[src/rtl/aes_stream_mode_ctrl.sv]
// aes_stream_mode_ctrl: streaming wrapper around a stall-free pipelined AES core.
// Adds valid/ready backpressure, credit-based issue, an output FIFO, ECB/CTR
// modes and rekeying that waits for the pipeline and output FIFO to drain.
//
//   state    | meaning
//   ---------+----------------------------------------------------------
//   ST_IDLE  | unconfigured, waiting for the first cfg_load
//   ST_KEY   | key strobed to the core, waiting KEY_LAT cycles for round keys
//   ST_RUN   | accepting blocks while credits remain
//   ST_DRAIN | rekey requested, input closed until pipeline and FIFO are empty

// Small synchronous FIFO with first-word-fall-through head; shows zeros when empty.
module aes_smc_fifo #(
  parameter int W     = 128,
  parameter int DEPTH = 16,
  parameter int CNT_W = 5
) (
  input  logic             clk,
  input  logic             reset,
  input  logic             push,
  input  logic [W-1:0]     push_data,
  input  logic             pop,
  output logic [W-1:0]     head,
  output logic [CNT_W-1:0] count
);
  localparam int PTR_W = (DEPTH > 1) ? $clog2(DEPTH) : 1;

  logic [W-1:0]     mem [DEPTH];
  logic [PTR_W-1:0] wr_ptr;
  logic [PTR_W-1:0] rd_ptr;
  logic             do_pop;

  assign do_pop = pop && (count != '0);
  assign head   = (count != '0) ? mem[rd_ptr] : '0;

  // Pointer and occupancy bookkeeping; pointers wrap naturally (power-of-2 depth).
  always_ff @(posedge clk) begin
    if (reset) begin
      wr_ptr <= '0;
      rd_ptr <= '0;
      count  <= '0;
    end else begin
      if (push)   wr_ptr <= wr_ptr + PTR_W'(1);
      if (do_pop) rd_ptr <= rd_ptr + PTR_W'(1);
      case ({push, do_pop})
        2'b10:   count <= count + CNT_W'(1);
        2'b01:   count <= count - CNT_W'(1);
        default: count <= count;
      endcase
    end
  end

  // Storage array; contents need no reset because the count gates visibility.
  always_ff @(posedge clk) begin
    if (push) mem[wr_ptr] <= push_data;
  end
endmodule

module aes_stream_mode_ctrl #(
  parameter int DATA_W     = 128,
  parameter int KEY_LEN    = 128,
  parameter int FIFO_DEPTH = 16,
  parameter int KEY_LAT    = 12
) (
  input  logic               clk,
  input  logic               reset,
  input  logic               cfg_load,
  input  logic               cfg_mode,
  input  logic [KEY_LEN-1:0] cfg_key,
  input  logic [DATA_W-1:0]  cfg_iv,
  output logic               cfg_busy,
  input  logic               s_valid,
  output logic               s_ready,
  input  logic [DATA_W-1:0]  s_data,
  output logic               m_valid,
  input  logic               m_ready,
  output logic [DATA_W-1:0]  m_data,
  output logic               core_key_valid,
  output logic [KEY_LEN-1:0] core_key,
  output logic               core_valid_in,
  output logic [DATA_W-1:0]  core_data_in,
  input  logic               core_valid_out,
  input  logic [DATA_W-1:0]  core_data_out,
  output logic [31:0]        blk_count,
  output logic               err_unexpected
);
  localparam int PTR_W = (FIFO_DEPTH > 1) ? $clog2(FIFO_DEPTH) : 1;
  localparam int CNT_W = PTR_W + 1;
  localparam int TMR_W = (KEY_LAT > 1) ? $clog2(KEY_LAT) : 1;

  typedef enum logic [1:0] {
    ST_IDLE  = 2'd0,
    ST_KEY   = 2'd1,
    ST_RUN   = 2'd2,
    ST_DRAIN = 2'd3
  } state_t;

  state_t             state;
  state_t             state_nxt;
  logic               load_cfg;
  logic [TMR_W-1:0]   key_tmr;
  logic               mode;
  logic [DATA_W-1:0]  ctr;
  logic [CNT_W-1:0]   inflight;
  logic [CNT_W:0]     occupancy;
  logic               issue;
  logic               ret_ok;
  logic               ret_bad;
  logic               out_pop;
  logic [DATA_W-1:0]  out_push_data;
  logic [DATA_W-1:0]  out_head;
  logic [CNT_W-1:0]   out_count;
  logic [DATA_W-1:0]  side_head;
  logic [CNT_W-1:0]   side_count;
  logic               side_push;
  logic               side_pop;

  // Credits: every issued block already owns an output FIFO slot, so the
  // core can never return more than the FIFO can hold.
  assign occupancy     = {1'b0, inflight} + {1'b0, out_count};
  assign s_ready       = (state == ST_RUN) && (occupancy < (CNT_W+1)'(FIFO_DEPTH));
  assign issue         = s_valid && s_ready;
  assign core_valid_in = issue;
  assign core_data_in  = mode ? ctr : s_data;
  assign cfg_busy      = (state == ST_KEY) || (state == ST_DRAIN);

  // A return with nothing outstanding is a core fault: flag it and drop the data.
  assign ret_ok  = core_valid_out && (inflight != '0);
  assign ret_bad = core_valid_out && (inflight == '0);

  assign side_push     = issue && mode;
  assign side_pop      = ret_ok && mode;
  assign out_push_data = mode ? (core_data_out ^ side_head) : core_data_out;

  assign m_valid = (out_count != '0);
  assign m_data  = out_head;
  assign out_pop = m_valid && m_ready;

  // Next-state and config-load decode.
  always_comb begin
    state_nxt = state;
    load_cfg  = 1'b0;
    case (state)
      ST_IDLE: begin
        if (cfg_load) begin
          load_cfg  = 1'b1;
          state_nxt = ST_KEY;
        end
      end
      ST_KEY: begin
        if (key_tmr == '0) state_nxt = ST_RUN;
      end
      ST_RUN: begin
        if (cfg_load) state_nxt = ST_DRAIN;
      end
      ST_DRAIN: begin
        // Config is sampled here, not at the cfg_load that requested the drain.
        if ((inflight == '0) && (out_count == '0)) begin
          load_cfg  = 1'b1;
          state_nxt = ST_KEY;
        end
      end
      default: state_nxt = ST_IDLE;
    endcase
  end

  // FSM state register.
  always_ff @(posedge clk) begin
    if (reset) state <= ST_IDLE;
    else       state <= state_nxt;
  end

  // Key strobe, latched config and the key-schedule down-counter.
  always_ff @(posedge clk) begin
    if (reset) begin
      core_key_valid <= 1'b0;
      core_key       <= '0;
      mode           <= 1'b0;
      key_tmr        <= '0;
    end else begin
      core_key_valid <= load_cfg;
      if (load_cfg) begin
        core_key <= cfg_key;
        mode     <= cfg_mode;
        key_tmr  <= TMR_W'(KEY_LAT - 1);
      end else if ((state == ST_KEY) && (key_tmr != '0)) begin
        key_tmr <= key_tmr - TMR_W'(1);
      end
    end
  end

  // CTR counter block; full-width wrap with no stall at the rollover.
  always_ff @(posedge clk) begin
    if (reset) begin
      ctr <= '0;
    end else if (load_cfg) begin
      ctr <= cfg_iv;
    end else if (issue && mode) begin
      ctr <= ctr + DATA_W'(1);
    end
  end

  // Blocks inside the core pipeline; a same-cycle issue and return cancel.
  always_ff @(posedge clk) begin
    if (reset) begin
      inflight <= '0;
    end else begin
      case ({issue, ret_ok})
        2'b10:   inflight <= inflight + CNT_W'(1);
        2'b01:   inflight <= inflight - CNT_W'(1);
        default: inflight <= inflight;
      endcase
    end
  end

  // Output handshake counter and sticky unexpected-return flag.
  always_ff @(posedge clk) begin
    if (reset) begin
      blk_count      <= '0;
      err_unexpected <= 1'b0;
    end else begin
      if (out_pop) blk_count <= blk_count + 32'd1;
      if (ret_bad) err_unexpected <= 1'b1;
    end
  end

  aes_smc_fifo #(
    .W     (DATA_W),
    .DEPTH (FIFO_DEPTH),
    .CNT_W (CNT_W)
  ) u_side_fifo (
    .clk       (clk),
    .reset     (reset),
    .push      (side_push),
    .push_data (s_data),
    .pop       (side_pop),
    .head      (side_head),
    .count     (side_count)
  );

  aes_smc_fifo #(
    .W     (DATA_W),
    .DEPTH (FIFO_DEPTH),
    .CNT_W (CNT_W)
  ) u_out_fifo (
    .clk       (clk),
    .reset     (reset),
    .push      (ret_ok),
    .push_data (out_push_data),
    .pop       (out_pop),
    .head      (out_head),
    .count     (out_count)
  );

  // Side FIFO occupancy mirrors inflight in CTR mode; kept only for debug visibility.
  logic side_count_unused;
  assign side_count_unused = ^side_count;
endmodule

[config.mk]
export PLATFORM = sky130hd
export DESIGN_NAME = aes_stream_mode_ctrl
export DESIGN_NICKNAME = d
export VERILOG_FILES = /design/src/rtl/aes_stream_mode_ctrl.sv
export SDC_FILE = /design/constraint.sdc
export NUM_CORES = 2
export LEC_CHECK = 0
export CAP_MARGIN = 0
export CORE_ASPECT_RATIO = 1.75
export CORE_MARGIN = 1.5
export CORE_UTILIZATION = 55
export DETAILED_ROUTE_END_ITERATION = 10
export GPL_TIMING_DRIVEN = 0
export PLACE_DENSITY = 0.74
export SETUP_SLACK_MARGIN = 0.1
export SYNTH_ARGS = -nofsm -noshare
export SYNTH_HDL_FRONTEND = slang
export SYNTH_SLANG_ARGS = --single-unit
[constraint.sdc]
create_clock -name clk -period 17.1 [get_ports clk]
set_input_delay 3.42 -clock clk [delete_from_list [all_inputs] [get_ports clk]]
set_output_delay 3.42 -clock clk [all_outputs]
set_load 0.05 [all_outputs]
==> results.rst <==
.. list-table::
   :header-rows: 1

   * - Metric
     - Value
   * - Die span in y
     - 746 um
   * - Overall power
     - 0.0259 W
   * - Count of endpoints failing setup in the final report
     - 0
   * - Proportion of power drawn by the clock network
     - approximately a third
   * - Clock tree root buffer cell
     - clkbuf_16
   * - Cell repeated most along the worst path
     - clkbuf_1
   * - PnR worst setup slack
     - between 7 and 8 ns
   * - Total number of nets in the final design
     - between 10000 and 15000
   * - Result of the run
     - finished, violations left
   * - Worst setup path end
     - m_data[63]
   * - FF-to-FF Start
     - u_out_fifo.count[4]
   * - Critical Path Sink Type
     - output port
   * - Area Overhead vs Synth
     - 18.9%
   * - Hold WS
     - between 0.4 and 0.5 ns
   * - Row count
     - approximately 270
   * - Detailed Route Iter0 Violations
     - 12600
   * - P_sw
     - 0.00739 W
   * - H-tree depth reported by CTS
     - 5
   * - Share of power burned in combinational logic
     - between 10% and 20%
   * - Path type of the worst setup path
     - reg2out
   * - Clk Latency, worst-skew pair
     - 0.98 ns
   * - Data required time of the worst path
     - 13.68 ns
   * - Routability-driven placement congestion ratio
     - 0.945
   * - Avg Synthesized Cell Area
     - 20.8 um2
   * - Unrepaired setup endpoints after global routing
     - false
   * - Highest ir drop seen on vdd
     - around 110 uV
   * - Power Internal
     - 0.0185 W
   * - Number of buffers added to fix hold violations after cts
     - 0
   * - Final Hold Viols
     - 0
   * - Minimum clock period after layout
     - 9.59 ns
   * - Number of clock buffers inserted by TritonCTS
     - 384
   * - Number of antenna violations at the first check in global routing
     - 113
   * - Vias in the first global route
     - 96500
   * - Kind of start point of the critical path
     - flop
   * - Worst rel slew slack
     - -5.57%
   * - Vias
     - 95700
   * - Die area
     - 319000 um2
   * - Proportion of synthesized flip-flops having asynchronous set or reset
     - 0%
   * - Maximum number of pins on one net before global-route repair
     - 25
   * - Register bit count reported by yosys
     - 4432
   * - Slowest CP cell
     - clkbuf_1
   * - Area of the core
     - 313000 um2
   * - Wire length per cell
     - a little under 40 um
   * - Total Routed Length
     - 575 mm
   * - Maximum Capacitance Violations
     - 2
   * - Layout fillers
     - 19900
   * - DP Worst Slack
     - 7.93 ns
   * - Sequential fraction of the synthesis area
     - 74.8%
   * - Total half-perimeter wirelength after legalization and detailed placement
     - 406 mm
   * - Global-route wire length before repair
     - between 700 and 800 mm
   * - Final non-filler cell total
     - 14500
   * - Setup TNS
     - 0 ns
   * - # placed instances
     - around 14000
   * - Biggest cell delay along the critical path
     - 1.12 ns
   * - Least-Margin Pin Slew
     - between 1.5 and 2 ns
   * - Number of gates resized after CTS
     - 0
   * - RR Endpoint
     - u_side_fifo.mem[2][96]
   * - R2r worst-path depth
     - 12
   * - Biggest fanout along the worst timing path
     - 10
   * - Clock Tree Buf Depth
     - 4
   * - Max Transition Viols Final
     - 14
   * - Fraction of final layout cells with drive strength greater than 1
     - 22.8%
   * - Clock net sink count
     - 4432
   * - Count of flip-flops with a built-in enable after synthesis
     - 4096
   * - Critical hold path startpoint
     - core_key[38]
   * - YS warnings
     - 0
   * - Initial core utilization
     - a little under three fifths
   * - Clk pin slew, worst setup/hold paths
     - 0.07 ns
   * - Cells along the critical path
     - clkbuf_1 -> clkbuf_1 -> clkbuf_1 -> mux4_2 -> mux4_2 -> and2_1 -> clkdlybuf4s50_1
   * - Horiz. Die Dim
     - roughly 430 um
   * - Count of antenna-violating nets left after detailed routing
     - 0
   * - Number of standard cells after synthesis
     - 8334
   * - DRC Markers
     - 0
   * - Ratio of final minimum period to clock period
     - 56.1%
   * - Failing checks
     - max-capacitance violations, max-slew violations
   * - Share of total power in sequential cells
     - 48.8%
   * - Power density over the cells
     - 126 nW/um2
   * - Average vias per placed instance
     - 6.62
   * - Netlist Area Pre-Place
     - ~170000 um2
   * - Maximum clock skew at final layout
     - between 0.07 and 0.08 ns
   * - Synthesized Nets
     - roughly 8900
   * - Post-CTS setup-driven buffer insertion count
     - 0
   * - Arrival time of the worst setup path
     - 6.17 ns
   * - Fmax
     - about 100 MHz
   * - Switching part of the total power
     - 28.5%
   * - Hold Path Class
     - reg2reg
   * - Drt pass-1 iters
     - 9
   * - Lkg Pwr
     - 62.1 nW
   * - Global router's overall resource usage
     - 36.0%
   * - TritonCTS clock tree
     - yes
   * - Number of unique standard cell types used by synthesis
     - between 60 and 70
   * - Flop-to-flop setup slack
     - 11.56 ns
   * - Prevailing post-synth register cell
     - edfxtp_1
   * - Count of input and output buffers
     - between 900 and 1000
   * - IO Pins
     - roughly 940
   * - Total grt overflow
     - 0
-- power groups by stage --
stage,clock network [W],registers [W],logic [W]
3_3_place_gp,0,0.0129,0.00435
3_5_place_dp,0,0.0129,0.00443
4_1_cts,0.00886,0.0126,0.00447
6_report,0.00880,0.0127,0.00447
2_1_floorplan,0,0.0129,0.00231
5_1_grt,0.00922,0.0127,0.00463
-- metrics by stage --
step           utilization [%]  instance area [um2]
3_3_place_gp              60.0               188000
4_1_cts                   65.7               206000
5_1_grt                   65.7               206000
6_report                  65.8               206000
2_1_floorplan                -               173000
3_5_place_dp              61.7               194000
-- cell families (layout without fill, tap and decap cells) --
| group | Yosys count | in the layout | synth area share (%) |
|---|---|---|---|
| fa+ha+maj | 36 | 36 | 0.268 |
| buf+inv | 501 | 2442 | 1.09 |
| compound gates | 348 | 348 | 1.27 |
| xor+xnor | 267 | 267 | 1.35 |
| other cells | 0 | 69 | 0 |
| simple gates | 1334 | 1334 | 3.71 |
| mux | 1416 | 1416 | 17.5 |
| flops | 4432 | 4432 | 74.8 |
-- cells in the mapped netlist (all sizes together) (6+ instances only) --
master	instances	area (um2)
mux2i	7	70.1
nand3	80	405
and2	140	876
nand2b	6	37.5
a211oi	92	691
nand2	497	1870
o21ai	31	155
mux4	1280	28800
dfxtp	336	6730
inv	43	161
xnor2	210	1840
nor2	272	1020
or4	18	143
xor2	57	499
or2	7	43.8
mux2	129	1450
or3	33	206
o31ai	8	60.1
nand4	99	651
a311oi	32	280
buf	114	433
and3	11	68.8
edfxtp	4096	123000
nor2b	6	37.5
clkbuf	344	1290
nor4	60	418
ha	34	425
a21o	7	52.6
nor3	75	392
and4	17	149
a21oi	157	786
-- state kept, by name (all words and copies together), names as in the netlist, named ones only --
signal / count
core_key_valid: 1
err_unexpected: 1
key_tmr: 4
u_out_fifo.wr_ptr: 4
u_out_fifo.count: 5
mode: 1
u_out_fifo.mem: 2048
core_key: 128
u_side_fifo.mem: 2048
u_side_fifo.count: 5
ctr: 128
state: 2
blk_count: 32
u_side_fifo.rd_ptr: 4
inflight: 5
u_side_fifo.wr_ptr: 4
u_out_fifo.rd_ptr: 4
-- placed cells by master, fill, tap and decap left out, drive strengths merged, types with 11 or more instances in the layout --
cell type / count
xnor2: 210
a21oi: 157
nor4: 60
or3: 33
and4: 17
clkinvlp: 24
and3: 11
mux4: 1280
nand2: 497
and2: 140
o21ai: 31
bufinv: 42
xor2: 57
nor2: 272
diode: 69
mux2: 129
edfxtp: 4096
clkinv: 142
clkbuf: 811
a211oi: 92
ha: 34
nor3: 75
clkdlybuf4s50: 939
or4: 18
nand3: 80
inv: 57
nand4: 99
dfxtp: 336
a311oi: 32
buf: 427
-- layer usage --
metal	GRT usage, %	up-vias	routed length (um)
met4	22.4	56	43800
met1	41.4	49800	178000
met3	9.36	1252	63800
li1	-	37700	-
met5	0	-	403
met2	60.1	6870	289000
-- critical path: cells and delay by family (launching register included) --
family	cells	cell delay [ns]
mux	2	1.15
flops	1	0.44
simple gates	1	0.19
buf+inv	4	3.42
-- final cells by class --
class	instances	area [um2]	area share (%)
clock inverter	222	2290	1.11
multi-input combinational	3401	42000	20.4
antenna	69	173	0.0838
buffer	458	1740	0.846
sequential	4432	130000	62.9
inverter	43	161	0.0783
tap	4110	5140	2.50
clock buffer	467	10100	4.90
timing repair buffer	1252	14700	7.15
-- worst min-delay path by stage --
stage | to | slack, ns | depth (start not counted)
floorplan | u_side_fifo.count[4] | 0.46 | 2
global placement | core_key[101] | 0.44 | 2
detailed placement | core_key[24] | 0.45 | 2
CTS | core_key[106] | 0.46 | 2
global route | core_key[38] | 0.47 | 2
finish | core_key[38] | 0.46 | 2
Power figures use the tool's default switching activity.
